--- src/rtl/elastic_pipe.sv ---
// elastic_pipe: STAGES-deep valid/ready register pipeline with bubble collapse,
// synchronous flush and an occupancy count. Stage 0 is the input side.
module elastic_pipe #(
    parameter int               WIDTH      = 8,
    parameter int               STAGES     = 2,
    parameter logic [WIDTH-1:0] RESET_DATA = '0
) (
    input  logic                          clk,
    input  logic                          reset,
    input  logic                          in_valid,
    output logic                          in_ready,
    input  logic [WIDTH-1:0]              in_data,
    output logic                          out_valid,
    input  logic                          out_ready,
    output logic [WIDTH-1:0]              out_data,
    input  logic                          flush,
    output logic [$clog2(STAGES+1)-1:0]   count
);
    localparam int CW = $clog2(STAGES + 1);

    logic [STAGES-1:0] r_valid;
    logic [WIDTH-1:0]  r_data [STAGES];
    logic [STAGES-1:0] w_stage_ready;
    logic [STAGES-1:0] w_up_valid;
    logic [WIDTH-1:0]  w_up_data [STAGES];
    logic [CW-1:0]     w_count;

    // Handshake: a side transfers on a rising edge exactly when its valid and
    // ready are both 1 on that edge; valid never depends on ready on either side,
    // and flush forces both in_ready and out_valid low so nothing moves.
    // A stage is ready when it or any stage downstream of it is empty, or the
    // consumer is taking the last item; written as a flat OR to avoid a comb loop.
    always_comb begin
        for (int k = 0; k < STAGES; k++) begin
            w_stage_ready[k] = out_ready;
            for (int j = k; j < STAGES; j++) begin
                if (!r_valid[j]) begin
                    w_stage_ready[k] = 1'b1;
                end
            end
        end
    end

    always_comb begin
        w_up_valid[0] = in_valid;
        w_up_data[0]  = in_data;
        for (int k = 1; k < STAGES; k++) begin
            w_up_valid[k] = r_valid[k-1];
            w_up_data[k]  = r_data[k-1];
        end
    end

    always_comb begin
        w_count = '0;
        for (int k = 0; k < STAGES; k++) begin
            w_count = w_count + CW'(r_valid[k]);
        end
    end

    // Data registers only capture real items; empty stages keep stale data hidden by valid.
    always_ff @(posedge clk or posedge reset) begin
        if (reset) begin
            r_valid <= '0;
            for (int k = 0; k < STAGES; k++) begin
                r_data[k] <= RESET_DATA;
            end
        end else if (flush) begin
            r_valid <= '0;
        end else begin
            for (int k = 0; k < STAGES; k++) begin
                if (w_stage_ready[k]) begin
                    r_valid[k] <= w_up_valid[k];
                    if (w_up_valid[k]) begin
                        r_data[k] <= w_up_data[k];
                    end
                end
            end
        end
    end

    assign in_ready  = w_stage_ready[0] && !flush;
    assign out_valid = r_valid[STAGES-1] && !flush;
    assign out_data  = r_data[STAGES-1];
    assign count     = w_count;

endmodule

--- config.mk ---
export PLATFORM = sky130hd
export DESIGN_NAME = elastic_pipe
export DESIGN_NICKNAME = d
export VERILOG_FILES = /design/src/rtl/elastic_pipe.sv
export SDC_FILE = /design/constraint.sdc
export NUM_CORES = 1
export LEC_CHECK = 0
export ABC_AREA = 1
export CORE_UTILIZATION = 52
export CTS_CLUSTER_SIZE = 12
export DETAILED_ROUTE_END_ITERATION = 10
export DONT_BUFFER_PORTS = 1
export PLACE_DENSITY = 0.75
export SLEW_MARGIN = 30
export SYNTH_ARGS = -nofsm -noshare
export SYNTH_HDL_FRONTEND = slang
export SYNTH_SLANG_ARGS = --single-unit
export TNS_END_PERCENT = 5
--- constraint.sdc ---
create_clock -name clk -period 1.6 [get_ports clk]
set_clock_uncertainty 0.05 [all_clocks]
set_input_delay 0.48 -clock clk [delete_from_list [all_inputs] [get_ports clk]]
set_output_delay 0.48 -clock clk [all_outputs]
set_load 0.005 [all_outputs]
* Word-level counts from Yosys, hierarchy flattened
Index checks and enable logic that the tools add are counted.
** Storage, ports and cells
- Output and inout bits :: 12
- Flip-flop bits (word level) :: 18
- Input bits :: 13
** Operators by class
- Reduce and logical (&&, ||, !) cells :: 7
- Bitwise operators :: 1
- Add/sub/neg operators :: 1
- Mux-type cells :: 6
** Operators by type and width (count)
- $reduce_and A3 Y1 :: 2
- $mux W1 :: 5
- $reduce_bool A2 Y1 :: 2
- $add A1 B1 Y2 :: 1
- $logic_and A1 B1 Y1 :: 2
- $mux W2 :: 1
- $logic_not A1 Y1 :: 1
- $not A1 Y1 :: 1

* Longest topological paths before layout
- Depth in word-level cells :: 4
- Depth in mapped cells :: 5
- Gate-level depth less buffers :: 5

* Least setup slack after synthesis
Ideal clock, no wire load.
- Path type :: input port to output port
- Start :: in out_ready
- End :: out in_ready
- Arrival :: 0.897 ns
- Setup slack :: 0.173 ns
- Stages on the path :: 5
- Required time :: 1.070 ns
- Cells stage by stage :: inv_1 nand3_2 buf_6 nand2_1 inv_2
** On the way
- Cells in the longest elaborated chain, start to end :: 3
** RTL lines
- start: declaration :: RTL line 14 : input logic out_ready,
- $mux W1 (2 in a row) :: RTL line 37 : if (!r_valid[j]) begin
- $logic_and A1 B1 Y1 :: RTL line 81 : assign in_ready = w_stage_ready[0] && !flush;
- end: declaration :: RTL line 11 : output logic in_ready,
No other way between the ends.

* Worst setup path after layout
- Start :: reg r_valid[1]
- End :: out count[0]
** On the way
- Cells in the longest elaborated chain, start to end :: 1
** RTL lines
- start: declaration :: RTL line 21 : logic [STAGES-1:0] r_valid;
- start signal: indexed assignment :: RTL line 72 : r_valid[k] <= w_up_valid[k];
- $add A1 B1 Y2 :: RTL line 56 : w_count = w_count + CW'(r_valid[k]);
- end: declaration :: RTL line 17 : output logic [$clog2(STAGES+1)-1:0] count
No other way between the ends.

==> flow_metrics.py <==
metrics = {
    "outcome": {
        "outcome": "finished clean",
    },
    "cells_and_area": {
        "syn_to_final_growth_pct": -1.29,
        "drive_gt1_share_pct": 16.7,
        "final.fill_count": 155,
        "multi_input_area_um2": 313,
        "fin_nets": 105,
        "final_area_um2": 861,
        "diodes": 0,
        "register_area_um2": 450,
        "final_cell_count_no_fill": 106,
    },
    "run": {
        "cap_violations": 0,
    },
    "sta": {
        "max_freq_mhz": 643,
        "period_needed_ns": 1.56,
        "setup_violations": 0,
        "rsz0062_at_grt": "yes",
        "relSlewSlack_pct": 56.8,
        "finalHoldViolCount": 0,
        "tightest_slew_ns": 0.648,
        "finalCritPeriodShare_pct": 97.2,
        "report.final.slew_viol_count": 0,
        "setup_slack_ns": 0.0445,
    },
    "floorplanning": {
        "die_h_um": 43.0,
        "die_w_um": 43.0,
        "core_area_mm2": 0.00154,
        "io_pins": 25,
        "initial_core_util_pct": 56.6,
        "die-area_mm2": 0.00184,
        "rows": 14,
    },
    "synthesis": {
        "synth_seq_area_share_pct": 51.6,
        "yosysWarnings": 0,
        "synth_cells": 94,
        "synthesis.area_um2": 872,
        "avgSynthCellArea_um2": 9.28,
        "synth_fp_nets": 108,
        "synth_seq_cells": 18,
        "yosysUniqueCellTypes": 15,
    },
    "drt": {
        "dr.pass1.iters": 4,
        "first_iter_violations": 9,
        "drtAntennaViolNets": 0,
        "via_count": 545,
        "vias_per_cell": 5.14,
        "routed_wl_um": 1210,
        "avgRoutedWirePerCell_um": 11.4,
        "drc": 0,
    },
    "pwr": {
        "power_leakage_nw": 0.478,
        "power_density_mw_per_mm2": 1110,
        "peakVddDrop_mv": 0.521,
    },
    "placement": {
        "gp_congestion": 0.675,
        "dp_worst_setup_slack_ns": 0.330,
        "portBuffers": 0,
        "hpwlAfterDp_um": 942,
        "dp.cells": 101,
        "dpl_cell_area_um2": 817,
    },
    "global_routing": {
        "grt_max_degree": 19,
        "grt_usage_pct": 15.0,
        "use_met2_pct": 21.8,
        "busiest_layer": "met2",
        "antenna_found_initial": 0,
        "globalRouteMet1Util_pct": 20.5,
        "grt_first_pass_wirelength_um": 2010,
        "gr-usage-met3_pct": 4.26,
        "grt_pass1_vias": 460,
        "overflow": 0,
    },
    "critical_path": {
        "crit_chain": "ha_1",
        "crit_cells": 1,
        "reg2reg_depth": 5,
        "cp_slowest_stage_delay_ns": 0.42,
        "crit_family": "flip-flops",
        "cp.buffers_inverters": 0,
        "path_max_fanout": 3,
        "end_kind": "output pin",
        "critPathKind": "register to output pin",
        "crit_slowest_cell": "dfrtp_1",
        "crit_required_ns": 1.07,
        "start_kind": "register",
        "critical_path_arrival_ns": 1.03,
    },
    "clock_tree": {
        "cts-root-buf": "clkbuf_4",
        "cts.sinks": 18,
        "tritoncts": "yes",
        "cts_hold_buf": 0,
        "clkTransAtPathRegs_ns": 0.10,
        "clock_latency_ns": 0.29,
        "htreeDepth": 1,
        "cts_resized": 0,
        "numCtsBuffers": 3,
        "clockBufferDepth": 2,
    },
    "worst_hold_path": {
        "min_path_type": "primary input to asynchronous set/reset pin",
    },
}
-- cells in the mapped netlist (all sizes together) --
library cell | count | share of area (%)
nand3 | 17 | 10
buf | 10 | 9.5
dfrtp | 18 | 52
a21oi | 2 | 1.6
nand2 | 36 | 18
inv | 7 | 3.0
nor2 | 3 | 5.0
ha | 1 | 1.4
-- repair_timing --
item	in CTS	in global routing
endpoints found under the setup margin	0	1
buffers inserted	0	1
endpoints found under the hold margin	0	0
-- final cells by class --
| class | instances | area share (%) |
|---|---|---|
| clock buffers | 4 | 4.22 |
| inverters | 7 | 3.05 |
| multi-input cells | 59 | 36.3 |
| flip-flops and latches | 18 | 52.3 |
| well taps | 16 | 2.33 |
| repair buffers | 2 | 1.74 |
-- routing by layer --
metal  vias to the layer above  part of all wire, %
met2                        22                   42
met4                         0                  2.2
met5                         -                    0
met1                       240                   47
met3                         2                  7.9
li1                        281                    -
-- kinds of logic (layout without fill, tap and decap cells) --
logic type	count (synthesis)	after routing	synth area share [%]
simple gates	56	56	32.9
flops	18	18	51.6
buf+inv	17	13	12.5
compound gates	2	2	1.58
fa+ha+maj	1	1	1.43
-- power breakdown --
part	leakage (nW)	total [mW]	internal, mW	switching (mW)
clock network	0.0210	0.274	0.139	0.135
registers	0.228	0.574	0.526	0.0482
logic	0.228	0.109	0.0427	0.0668
total	0.478	0.958	0.708	0.250
-- sequential cells by signal, summed over array words and instances, names as in the netlist --
| register | count |
|---|---|
| r_data | 8 |
| r_valid | 2 |
| out_data | 8 |
-- metrics by stage --
step | total power [mW] | hold slack, ns | setup TNS, ns | utilization, %
2_1_floorplan | 0.730 | 0.369 | 0 | -
3_3_place_gp | 0.688 | 0.407 | 0 | 53.0
3_5_place_dp | 0.696 | 0.416 | 0 | 53.0
4_1_cts | 0.968 | 0.123 | 0 | 55.4
5_1_grt | 1.02 | 0.153 | -0.000394 | 55.8
6_report | 0.958 | 0.0992 | 0 | 55.8
-- worst paths after layout --
kind / start / to / slack [ns]
min reg2reg: r_data[11] / r_data[11] / 0.44
max in group asynchronous: reset / out_data[7] / 0.98
max reg2reg: r_valid[1] / out_data[7] / 0.49
max: r_valid[1] / count[0] / 0.04
min: reset / r_data[15] / 0.1
min in group clk: flush / r_valid[0] / 0.18
-- layout by cell type (no fill, tap or decap), drive strengths merged --
master,netlist,final
inv,7,7
buf,10,2
nor2,3,3
dfrtp,18,18
nand2,36,36
nand3,17,17
ha,1,1
a21oi,2,2
clkbuf,0,4
Power figures use the tool's default switching activity.
